<file path="src/rtl/mem_access_unit_if.sv">
// Request/response bundle between the pipeline MEM stage and mem_access_unit.
// The master side is the pipeline; the slave side is the access unit.
interface mem_access_unit_if;
  logic        req_valid;
  logic        req_ready;
  logic        req_write;
  logic [31:0] req_addr;
  logic [31:0] req_wdata;
  logic [1:0]  req_size;
  logic        req_signed;
  logic        resp_valid;
  logic [31:0] resp_data;
  logic        resp_err;

  modport master (
    output req_valid, req_write, req_addr, req_wdata, req_size, req_signed,
    input  req_ready, resp_valid, resp_data, resp_err
  );

  modport slave (
    input  req_valid, req_write, req_addr, req_wdata, req_size, req_signed,
    output req_ready, resp_valid, resp_data, resp_err
  );
endinterface

</file>
<file path="src/rtl/mem_access_unit.sv">
// Load/store initiator for a single-port, word-addressed data memory with 1-cycle read.
// Define LSU_BYTE_EN for byte/half accesses (sub-word stores become read-modify-write).
module mem_access_unit #(
  parameter int unsigned ADDR_W = 7,
  parameter int unsigned DATA_W = 32
) (
  input  logic              clk,
  input  logic              rst_n,
  mem_access_unit_if.slave  bus,
  output logic [ADDR_W-1:0] Address,
  output logic [DATA_W-1:0] Write_data,
  output logic              MemWrite,
  output logic              MemRead,
  input  logic [DATA_W-1:0] Read_data
);

  localparam int unsigned RANGE_LSB = ADDR_W + 2;

  typedef enum logic [2:0] {
    IDLE = 3'd0,
    RD   = 3'd1,
    CAP  = 3'd2,
    WR   = 3'd3,
    RESP = 3'd4
  } state_t;

  state_t state, state_next;
  logic   accept_c;
  logic   range_err_c;
  logic   misalign_c;
  logic   err_c;
  logic   resp_err_next;

  assign accept_c    = (state == IDLE) && bus.req_valid;
  assign range_err_c = (bus.req_addr >> RANGE_LSB) != 32'd0;
  assign err_c       = range_err_c || misalign_c;

`ifdef LSU_BYTE_EN
  logic [1:0]        lane_q;
  logic [1:0]        size_q;
  logic              signed_q;
  logic              write_q;
  logic              subword_c;
  logic [4:0]        shamt_c;
  logic [DATA_W-1:0] shifted_c;
  logic [DATA_W-1:0] load_c;
  logic [DATA_W-1:0] mask_c;
  logic [DATA_W-1:0] merge_c;

  assign subword_c = (bus.req_size != 2'b10);

  always_comb begin
    misalign_c = 1'b0;
    case (bus.req_size)
      2'b00:   misalign_c = 1'b0;
      2'b01:   misalign_c = bus.req_addr[0];
      2'b10:   misalign_c = |bus.req_addr[1:0];
      default: misalign_c = 1'b1;
    endcase
  end

  // Lane extraction for loads and lane merge for read-modify-write stores.
  assign shamt_c   = {lane_q, 3'b000};
  assign shifted_c = Read_data >> shamt_c;

  always_comb begin
    load_c = Read_data;
    case (size_q)
      2'b00:   load_c = signed_q ? {{24{shifted_c[7]}}, shifted_c[7:0]}
                                 : {24'd0, shifted_c[7:0]};
      2'b01:   load_c = signed_q ? {{16{shifted_c[15]}}, shifted_c[15:0]}
                                 : {16'd0, shifted_c[15:0]};
      default: load_c = Read_data;
    endcase
  end

  assign mask_c  = ((size_q == 2'b00) ? 32'h0000_00FF : 32'h0000_FFFF) << shamt_c;
  assign merge_c = (Read_data & ~mask_c) | ((Write_data << shamt_c) & mask_c);
`else
  logic unused_subword;

  assign misalign_c     = |bus.req_addr[1:0];
  assign unused_subword = ^{bus.req_size, bus.req_signed};
`endif

  // Next-state and error-response decode.
  always_comb begin
    state_next    = state;
    resp_err_next = 1'b0;
    case (state)
      IDLE: begin
        if (bus.req_valid) begin
          if (err_c) begin
            state_next    = RESP;
            resp_err_next = 1'b1;
          end else if (bus.req_write) begin
`ifdef LSU_BYTE_EN
            state_next = subword_c ? RD : WR;
`else
            state_next = WR;
`endif
          end else begin
            state_next = RD;
          end
        end
      end
      RD:   state_next = CAP;
`ifdef LSU_BYTE_EN
      CAP:  state_next = write_q ? WR : RESP;
`else
      CAP:  state_next = RESP;
`endif
      WR:   state_next = RESP;
      RESP: state_next = IDLE;
      default: state_next = IDLE;
    endcase
  end

  // State register plus strobes/handshake registered from the next state.
  always_ff @(posedge clk or negedge rst_n) begin
    if (!rst_n) begin
      state          <= IDLE;
      bus.req_ready  <= 1'b1;
      bus.resp_valid <= 1'b0;
      bus.resp_err   <= 1'b0;
      MemRead        <= 1'b0;
      MemWrite       <= 1'b0;
    end else begin
      state          <= state_next;
      bus.req_ready  <= (state_next == IDLE);
      bus.resp_valid <= (state_next == RESP);
      bus.resp_err   <= resp_err_next;
      MemRead        <= (state_next == RD);
      MemWrite       <= (state_next == WR);
    end
  end

  // Request capture and read-data path.
  always_ff @(posedge clk or negedge rst_n) begin
    if (!rst_n) begin
      Address       <= '0;
      Write_data    <= '0;
      bus.resp_data <= '0;
`ifdef LSU_BYTE_EN
      lane_q        <= 2'd0;
      size_q        <= 2'd0;
      signed_q      <= 1'b0;
      write_q       <= 1'b0;
`endif
    end else begin
      if (accept_c) begin
        Address    <= ADDR_W'(bus.req_addr >> 2);
        Write_data <= bus.req_wdata;
`ifdef LSU_BYTE_EN
        lane_q     <= bus.req_addr[1:0];
        size_q     <= bus.req_size;
        signed_q   <= bus.req_signed;
        write_q    <= bus.req_write;
`endif
      end
      if (state == CAP) begin
`ifdef LSU_BYTE_EN
        if (write_q) Write_data <= merge_c;
        else         bus.resp_data <= load_c;
`else
        bus.resp_data <= Read_data;
`endif
      end
    end
  end

endmodule

</file>
<file path="src/flat_wrapper.sv">
// flat-port wrapper written by rule: the top's interface ports become plain ports
module mem_access_unit_flat 
#(
  parameter int unsigned ADDR_W = 7,
  parameter int unsigned DATA_W = 32
)
  (clk, rst_n, Address, Write_data, MemWrite, MemRead, Read_data, bus_req_valid, bus_req_write, bus_req_addr, bus_req_wdata, bus_req_size, bus_req_signed, bus_req_ready, bus_resp_valid, bus_resp_data, bus_resp_err);
  mem_access_unit_if bus_i ();
  input  logic clk;
  input  logic rst_n;
  output logic [ADDR_W-1:0] Address;
  output logic [DATA_W-1:0] Write_data;
  output logic MemWrite;
  output logic MemRead;
  input  logic [DATA_W-1:0] Read_data;
  input wire logic [$bits(bus_i.req_valid)-1:0] bus_req_valid;
  input wire logic [$bits(bus_i.req_write)-1:0] bus_req_write;
  input wire logic [$bits(bus_i.req_addr)-1:0] bus_req_addr;
  input wire logic [$bits(bus_i.req_wdata)-1:0] bus_req_wdata;
  input wire logic [$bits(bus_i.req_size)-1:0] bus_req_size;
  input wire logic [$bits(bus_i.req_signed)-1:0] bus_req_signed;
  output wire logic [$bits(bus_i.req_ready)-1:0] bus_req_ready;
  output wire logic [$bits(bus_i.resp_valid)-1:0] bus_resp_valid;
  output wire logic [$bits(bus_i.resp_data)-1:0] bus_resp_data;
  output wire logic [$bits(bus_i.resp_err)-1:0] bus_resp_err;
  assign bus_i.req_valid = bus_req_valid;
  assign bus_i.req_write = bus_req_write;
  assign bus_i.req_addr = bus_req_addr;
  assign bus_i.req_wdata = bus_req_wdata;
  assign bus_i.req_size = bus_req_size;
  assign bus_i.req_signed = bus_req_signed;
  assign bus_req_ready = bus_i.req_ready;
  assign bus_resp_valid = bus_i.resp_valid;
  assign bus_resp_data = bus_i.resp_data;
  assign bus_resp_err = bus_i.resp_err;
  mem_access_unit #(.ADDR_W(ADDR_W), .DATA_W(DATA_W)) u_core (.clk(clk), .rst_n(rst_n), .bus(bus_i), .Address(Address), .Write_data(Write_data), .MemWrite(MemWrite), .MemRead(MemRead), .Read_data(Read_data));
endmodule
</file>
<file path="config.mk">
export PLATFORM = sky130hd
export DESIGN_NAME = mem_access_unit_flat
export DESIGN_NICKNAME = d
export VERILOG_FILES = /design/src/rtl/mem_access_unit_if.sv /design/src/rtl/mem_access_unit.sv /design/src/flat_wrapper.sv
export SDC_FILE = /design/constraint.sdc
export NUM_CORES = 1
export LEC_CHECK = 0
export ABC_AREA = 0
export CAP_MARGIN = 25
export CELL_PAD_IN_SITES_DETAIL_PLACEMENT = 0
export CELL_PAD_IN_SITES_GLOBAL_PLACEMENT = 1
export CORE_ASPECT_RATIO = 0.7
export CORE_MARGIN = 3
export CORE_UTILIZATION = 29
export CTS_BUF_LIST = sky130_fd_sc_hd__clkbuf_16
export CTS_CLUSTER_DIAMETER = 80
export DETAILED_ROUTE_END_ITERATION = 12
export HOLD_SLACK_MARGIN = 0.05
export PLACE_DENSITY_LB_ADDON = 0.05
export SYNTH_ARGS = -nofsm -noshare
export SYNTH_HDL_FRONTEND = slang
export SYNTH_SLANG_ARGS = --single-unit
</file>
<file path="constraint.sdc">
create_clock -name clk -period 4.42 [get_ports clk]
set_clock_uncertainty 0.1 [all_clocks]
set_input_delay 0.884 -clock clk [delete_from_list [all_inputs] [get_ports clk]]
set_output_delay 0.884 -clock clk [all_outputs]
set_load 0.1 [all_outputs]
</file>
# Word level (Yosys, flattened, before mapping)
# Index checks and enable logic that the tools add are counted.
word_totals:
  reg_bits: 79
  in_bits: 103
  out_inout_bits: 76
  word_cells: 29
classes:
  n_eq_ne: 6
  mux: 7
  n_reduce_logical: 7
op_table:
  columns: ["op", "count"]
  rows:
  - ["32-bit nonzero test", 1]
  - ["3-bit by 2-bit equality test with 1-bit output (second input constant)", 3]
  - ["3-bit one-hot mux with 3 select lines", 1]
  - ["3-bit by 1-bit equality test with 1-bit output (second input constant)", 2]
  - ["3-bit zero test", 2]
  - ["3-bit two-way mux", 2]
  - ["2-bit OR reduction", 2]
  - ["3-bit equality test (second input constant)", 1]
  - ["1-bit two-way mux", 3]
  - ["2-bit two-way mux", 1]
  - ["1-bit logical AND", 1]
  - ["1-bit logical OR", 1]

# Longest topological paths before layout
# Gate-level depths: netlist of the first run.
depth:
  ltp_word: 6
  ltp_mapped: 5
  depth_no_buf: 3

# Worst setup path after synthesis of the first run
# No wires, ideal clock.
synth_timing:
  kind: "input-to-reg"
  start: "in bus_req_valid"
  end: "reg u_core.Address[6]"
  setup_ns: 0.120
  arrival_ns: 1.740
  required_time_ns: 4.200
  path_slack_ns: 2.460
  stages: 5
  n_path_buf: 2
  path_cell_list: "or4b_1 clkbuf_1 buf_2 nand2_1 nand2_1"
synth_via:
  elab_chain_cells: 1
synth_lines:
  columns: ["element", "line_no", "rtl"]
  rows:
  - ["from (decl)", "flat_wrapper.sv:16", "input wire logic [$bits(bus_i.req_valid)-1:0] bus_req_valid;"]
  - ["1-bit logical AND", "mem_access_unit.sv:34", "assign accept_c = (state == IDLE) && bus.req_valid;"]
  - ["to (signal assigned)", "mem_access_unit.sv:152", "Address <= ADDR_W'(bus.req_addr >> 2);"]
  - ["to (decl)", "mem_access_unit.sv:10", "output logic [ADDR_W-1:0] Address,"]
# No other way between the ends.
# A chain may end at the register's enable or synchronous reset.

# Worst setup path in the final report of the first run
layout_timing:
  start: "reg u_core.bus.req_ready"
  end: "out bus_req_ready"
layout_rtl:
  columns: ["element", "line_no", "rtl"]
  rows:
  - ["from (decl)", "mem_access_unit_if.sv:22", "output req_ready, resp_valid, resp_data, resp_err"]
  - ["from (signal assigned)", "mem_access_unit.sv:130", "bus.req_ready <= (state_next == IDLE);"]
  - ["to (decl)", "flat_wrapper.sv:22", "output wire logic [$bits(bus_i.req_ready)-1:0] bus_req_ready;"]
# No word-level cell between the ends.

==> impl_results.md, run 1 <==
* Drt wl/cell at 14.3 µm
* Clk buf depth at 2
* ANT cells at 0
* Synth Register Bits at 79
* Seq/Total Area, Yosys at 65.7%
* Synth Warn # at 0
* Cell family with most CP delay: buffers and inverters
* RSZ-0062 raised after global routing: no
* Clock sinks at 79
* CTS resizes at 0
* Critical Path AT at 2.00 ns
* Floorplan die height at 91.3 µm
* Routed Antenna Nets at 0
* Met1 Usage GRT at 19.2%
* Final setup vio count at 0
* Nets@finish at 552
* Cells after synthesis at 269
* Via count at 2536
* GR Util All Layers at 14.6%
* Predominant post-synthesis flop cell: dfrtp_1
* Dominant cell type by area after synthesis: dfrtp_1
* DR iter-0 viols at 128
* GR peak layer: met2
* Largest net degree at the start of global routing at 80
* Post-placement cell area at 4910 µm²
* Post-CTS Setup Inserts at 0
* Fraction of registers with async set/reset at 100%
* Critical path, cell by cell: clkdlybuf4s50_1
* Syn nets at 372
* Hold Violations, Final at 0
* Cts hold-fix bufs at 0
* EDFF count, synth at 0
* Max transition margin at 31.9%
* Least-Margin Pin Slew at 1.02 ns
* Cell variety after synth at 21
* Slowest-stage cell, CP: clkdlybuf4s50_1
* CP Data Required Time at 3.44 ns
* H-tree levels at 3
* Met2 Resource Use GR at 21.5%
* Hold Path Class: reg -> reg
* Startpoint Class: register
* Die area at 11700 µm²
* Clock insertion delay at the later pin of the skew report at 0.32 ns
* Critical Path Sink Type: primary output
* Cts bufs inserted at 9
* Grt total ovfl at 0
* Post-route setup TNS at 0 ns
* RePlAce Congestion at 0.691
* Clock root buffer: clkbuf_16
* Post-route cell area at 5240 µm²
* Fill cells at 861
* Vias in the first global route at 2596
* Share of layout cells above drive strength 1 at 11.9%
* Flop2flop setup slack at 2.30 ns
* Syn Area/Cell at 11.2 µm²
* Pwr/cell area at 439 nW/µm²
* DRT Pass-1 Iters at 4
* Static Leak at 2.43 nW
* I/O pin count at 179
* Slew Limit Fails at 0
* Status: complete, no violations
* Area share of the largest cell type after synthesis at 64.8%
* Hpwl dp at 6100 µm
* Port bufs at 175
* Syn Std Cell Area at 3010 µm²
* CTS tree: yes
* Final min period at 2.98 ns
* Maximum vdd drop at 240 µV
* Drt total wl at 8350 µm
* Crit share post-route at 67.4%
* Most common cell in the synthesized netlist: nand2_1
* CP Class: reg -> out
* Fmax at 336 MHz
* Number of max-cap violations at 0
* Die width at 128 µm
* Routing usage on met3 at 7.58%
* Clk slew on worst S/H paths at 0.06 ns
* Most frequent cells after synthesis: nand2_1, dfrtp_1, mux2_2
* CP max stage delay at 1.16 ns
* CORE AREA at 9910 µm²
* Antenna violations before repair at 0
* # rows at 30
* Starting Density at 30.4%
* Global-route wire length before repair at 13500 µm
* Vias per inst at 4.36
* Largest cells by area after synthesis: dfrtp_1, nand2_1, mux2_2
* Residual DRC at 0
* Synth-to-Final Area Change at 74.0%
* Crit path buf inv count at 1
* Worst Path Max Fanout at 1
-- final timing paths --
kind | cells past startpoint | from | end
setup / recovery | 1 | u_core.bus.req_ready | bus_req_ready
hold / removal | 2 | u_core.Write_data[22] | u_core.Write_data[22]
setup reg to reg | 4 | u_core.state[2] | u_core.Address[5]
hold reg to reg | 2 | u_core.Write_data[22] | u_core.Write_data[22]
max in group asynchronous | 2 | rst_n | u_core.bus.req_ready
min in group asynchronous | 1 | rst_n | u_core.bus.resp_data[14]
-- sequential cells by signal (all words and copies together), names as in the netlist --
signal	count
u_core.MemWrite	1
u_core.state	3
u_core.bus.resp_data	32
u_core.Address	7
u_core.bus.req_ready	1
u_core.bus.resp_err	1
u_core.MemRead	1
u_core.bus.resp_valid	1
u_core.Write_data	32
-- cell usage in the layout (no fill, tap or decap) --
cell and n:
buf_4 6, o31ai_1 1, bufinv_16 2, a21oi_1 1
o31a_1 2, or2_2 1, nor4b_2 1, or4b_1 1
inv_1 4, nor3_1 2, nand4_1 2, mux2_2 30
mux2_1 2, o21a_1 1, buf_12 1, nor3_4 1
dfrtp_1 78, clkbuf_16 9, clkinv_2 1, nor4_1 7
dfstp_2 1, clkinv_1 2, nand3_1 1, nor2_1 2
nand2_1 120, clkdlybuf4s50_1 174, nor3_2 1
-- cells by family after synthesis --
group | synth area share (%)
AND/OR/NAND/NOR | 19.1
multiplexers | 12.0
AO/OA/AOI/OAI | 1.25
buffers and inverters | 2.08
flip-flops | 65.7
-- through the flow --
| step | std cells | total power, W | hold WS [ns] | utilization (%) | setup slack, ns |
|---|---|---|---|---|---|
| 6_report | 582 | 0.00230 | 0.370 | 52.9 | 1.44 |
| 5_1_grt | 582 | 0.00240 | 0.399 | 52.9 | 1.40 |
| 4_1_cts | 580 | 0.00233 | 0.375 | 52.6 | 1.42 |
| 3_5_place_dp | 564 | 0.00156 | 0.361 | 49.5 | 1.41 |
| 3_3_place_gp | 564 | 0.00156 | 0.357 | 49.5 | 1.42 |
| 2_1_floorplan | 269 | 0.00131 | 0.425 | - | 2.46 |
-- power breakdown --
group / switching (W) / internal (W)
Combinational: 0.000534 / 0.000201
Sequential: 0.0000305 / 0.000782
Clock: 0.000267 / 0.000485
Total: 0.000831 / 0.00147
-- per-layer routing --
layer | share of wire, % | up-vias
li1 | - | 1238
met1 | 45 | 1178
met2 | 42 | 115
met3 | 11 | 5
met4 | 0.73 | 0
met5 | 0 | -
-- final cells by class --
class	count	area [µm²]	area share, %
clock inverters	7	80.1	1.53
multi-input cells	176	985	18.8
flip-flops and latches	79	1980	37.7
well taps	128	160	3.05
clock buffers	9	225	4.30
repair buffers	181	1810	34.5
inverters	2	7.51	0.143
Note: power is estimated with default switching activity, not from simulation.
==> run 2: changes to the inputs <==
CORE_UTILIZATION = 27   (was 29)
clock period = 3.1 ns   (was 4.42 ns; I/O delays follow)
==> impl_results.md, run 2 (synthesis results as in run 1) <==
* Cell family with most CP delay: buffers and inverters
* Vias in the first global route at 2566
* CP Data Required Time at 3.23 ns
* Post-route cell area at 5100 µm²
* Pwr/cell area at 657 nW/µm²
* Least-Margin Pin Slew at 0.599 ns
* RePlAce Congestion at 0.689
* Post-route setup TNS at 0 ns
* Number of max-cap violations at 0
* CORE AREA at 10600 µm²
* Largest regs: u_core.Write_data x32, u_core.bus.resp_data x32, u_core.Address x7
* Worst Path Max Fanout at 20
* GR Util All Layers at 13.5%
* Critical Path AT at 2.15 ns
* Cts hold-fix bufs at 0
* Clk slew on worst S/H paths at 0.06 ns
* Largest net degree at the start of global routing at 48
* RSZ-0062 raised after global routing: no
* Hold Violations, Final at 0
* Die area at 12500 µm²
* Post-placement cell area at 4770 µm²
* Share of layout cells above drive strength 1 at 29.2%
* Clock root buffer: clkbuf_16
* Startpoint Class: primary input
* Crit path buf inv count at 2
* Vias per inst at 4.18
* Maximum vdd drop at 276 µV
* Port bufs at 175
* Core Util, Final at 48.0%
* Static Leak at 2.56 nW
* Max transition margin at 60.1%
* DRT Pass-1 Iters at 4
* Clock sinks at 79
* H-tree levels at 3
* Nets@finish at 553
* CTS tree: yes
* Hpwl dp at 6230 µm
* Global-route wire length before repair at 13200 µm
* Slowest-stage cell, CP: clkdlybuf4s50_1
* Critical Path Sink Type: register
* Commonest non-fill, non-tap cell in the layout: nand2_1
* CTS resizes at 0
* Antenna violations before repair at 0
* Fill cells at 1006
* Post-route setup slack at 1.08 ns
* CP Class: in -> reg
* Clk buf depth at 2
* DR iter-0 viols at 78
* Die width at 132 µm
* Clock insertion delay at the later pin of the skew report at 0.32 ns
* # rows at 31
* Post-CTS Setup Inserts at 0
* Starting Density at 28.3%
* Residual DRC at 0
* I/O pin count at 179
* Fmax at 494 MHz
* Post-Place Setup Slack at 0.724 ns
* Hold Path Class: in -> async
* Final setup vio count at 0
* Grt total ovfl at 0
* Slew Limit Fails at 0
* Most frequent cells in the layout: nand2_1, clkdlybuf4s50_1, buf_4, dfrtp_1, mux2_2
* Final min period at 2.02 ns
* ANT cells at 0
* Floorplan die height at 94.4 µm
* Routed Antenna Nets at 0
* Cts bufs inserted at 9
* Drt wl/cell at 13.8 µm
* Drt total wl at 8320 µm
* CP max stage delay at 0.53 ns
* Via count at 2520
* Critical path, cell by cell: clkdlybuf4s50_1 > or4b_1 > buf_4 > nor4_1
* Synth-to-Final Area Change at 69.4%
* Crit share post-route at 65.3%
* Status: complete, no violations
## run 2: routing by layer
metal | global-route usage (%) | wire, µm | part of all wire (%) | up-vias
met5 | 0 | 0 | 0 | -
li1 | - | - | - | 1235
met3 | 5.59 | 748 | 9.0 | 8
met2 | 20.6 | 3710 | 45 | 113
met1 | 17.5 | 3790 | 46 | 1164
met4 | 4.41 | 60 | 0.72 | 0
## run 2: report_power, final
part	leakage (nW)	internal, W	switching (W)
clock network	0.160	0.000780	0.000399
logic	1.37	0.000257	0.000758
registers	1.03	0.00111	0.0000455
## run 2: worst paths after layout
kind	cells after the start	start	slack, ns	end
max	4	bus_req_valid	1.08	u_core.MemRead
min	1	rst_n	0.20	u_core.bus.resp_data[7]
max reg2reg	3	u_core.state[2]	1.36	u_core.MemRead
min reg2reg	2	u_core.Address[5]	0.38	u_core.Address[5]
max in group asynchronous	2	rst_n	1.96	u_core.bus.req_ready
min in group clk	2	u_core.Address[5]	0.38	u_core.Address[5]
## run 2: layout make-up
type,instances,area (µm²),share of cell area [%]
clock buffer,9,225,4.41
clock inverter,7,113,2.21
inverter,2,7.51,0.147
multi-input combinational,176,985,19.3
sequential,79,1980,38.8
tap,148,185,3.63
timing repair buffer,182,1610,31.6
## run 2: worst register-to-register path, delay by kind of cell, from the launching register on
| family | cells | cell delay [ns] |
|---|---|---|
| flops | 1 | 0.45 |
| buf+inv | 1 | 0.24 |
| simple gates | 2 | 0.85 |
## run 2: through the flow
stage,hold slack (ns),instances,power [W]
floorplan,0.224,269,0.00187
global placement,0.360,587,0.00220
detailed placement,0.367,587,0.00220
CTS,0.218,603,0.00341
global route,0.246,603,0.00349
finish,0.198,603,0.00335
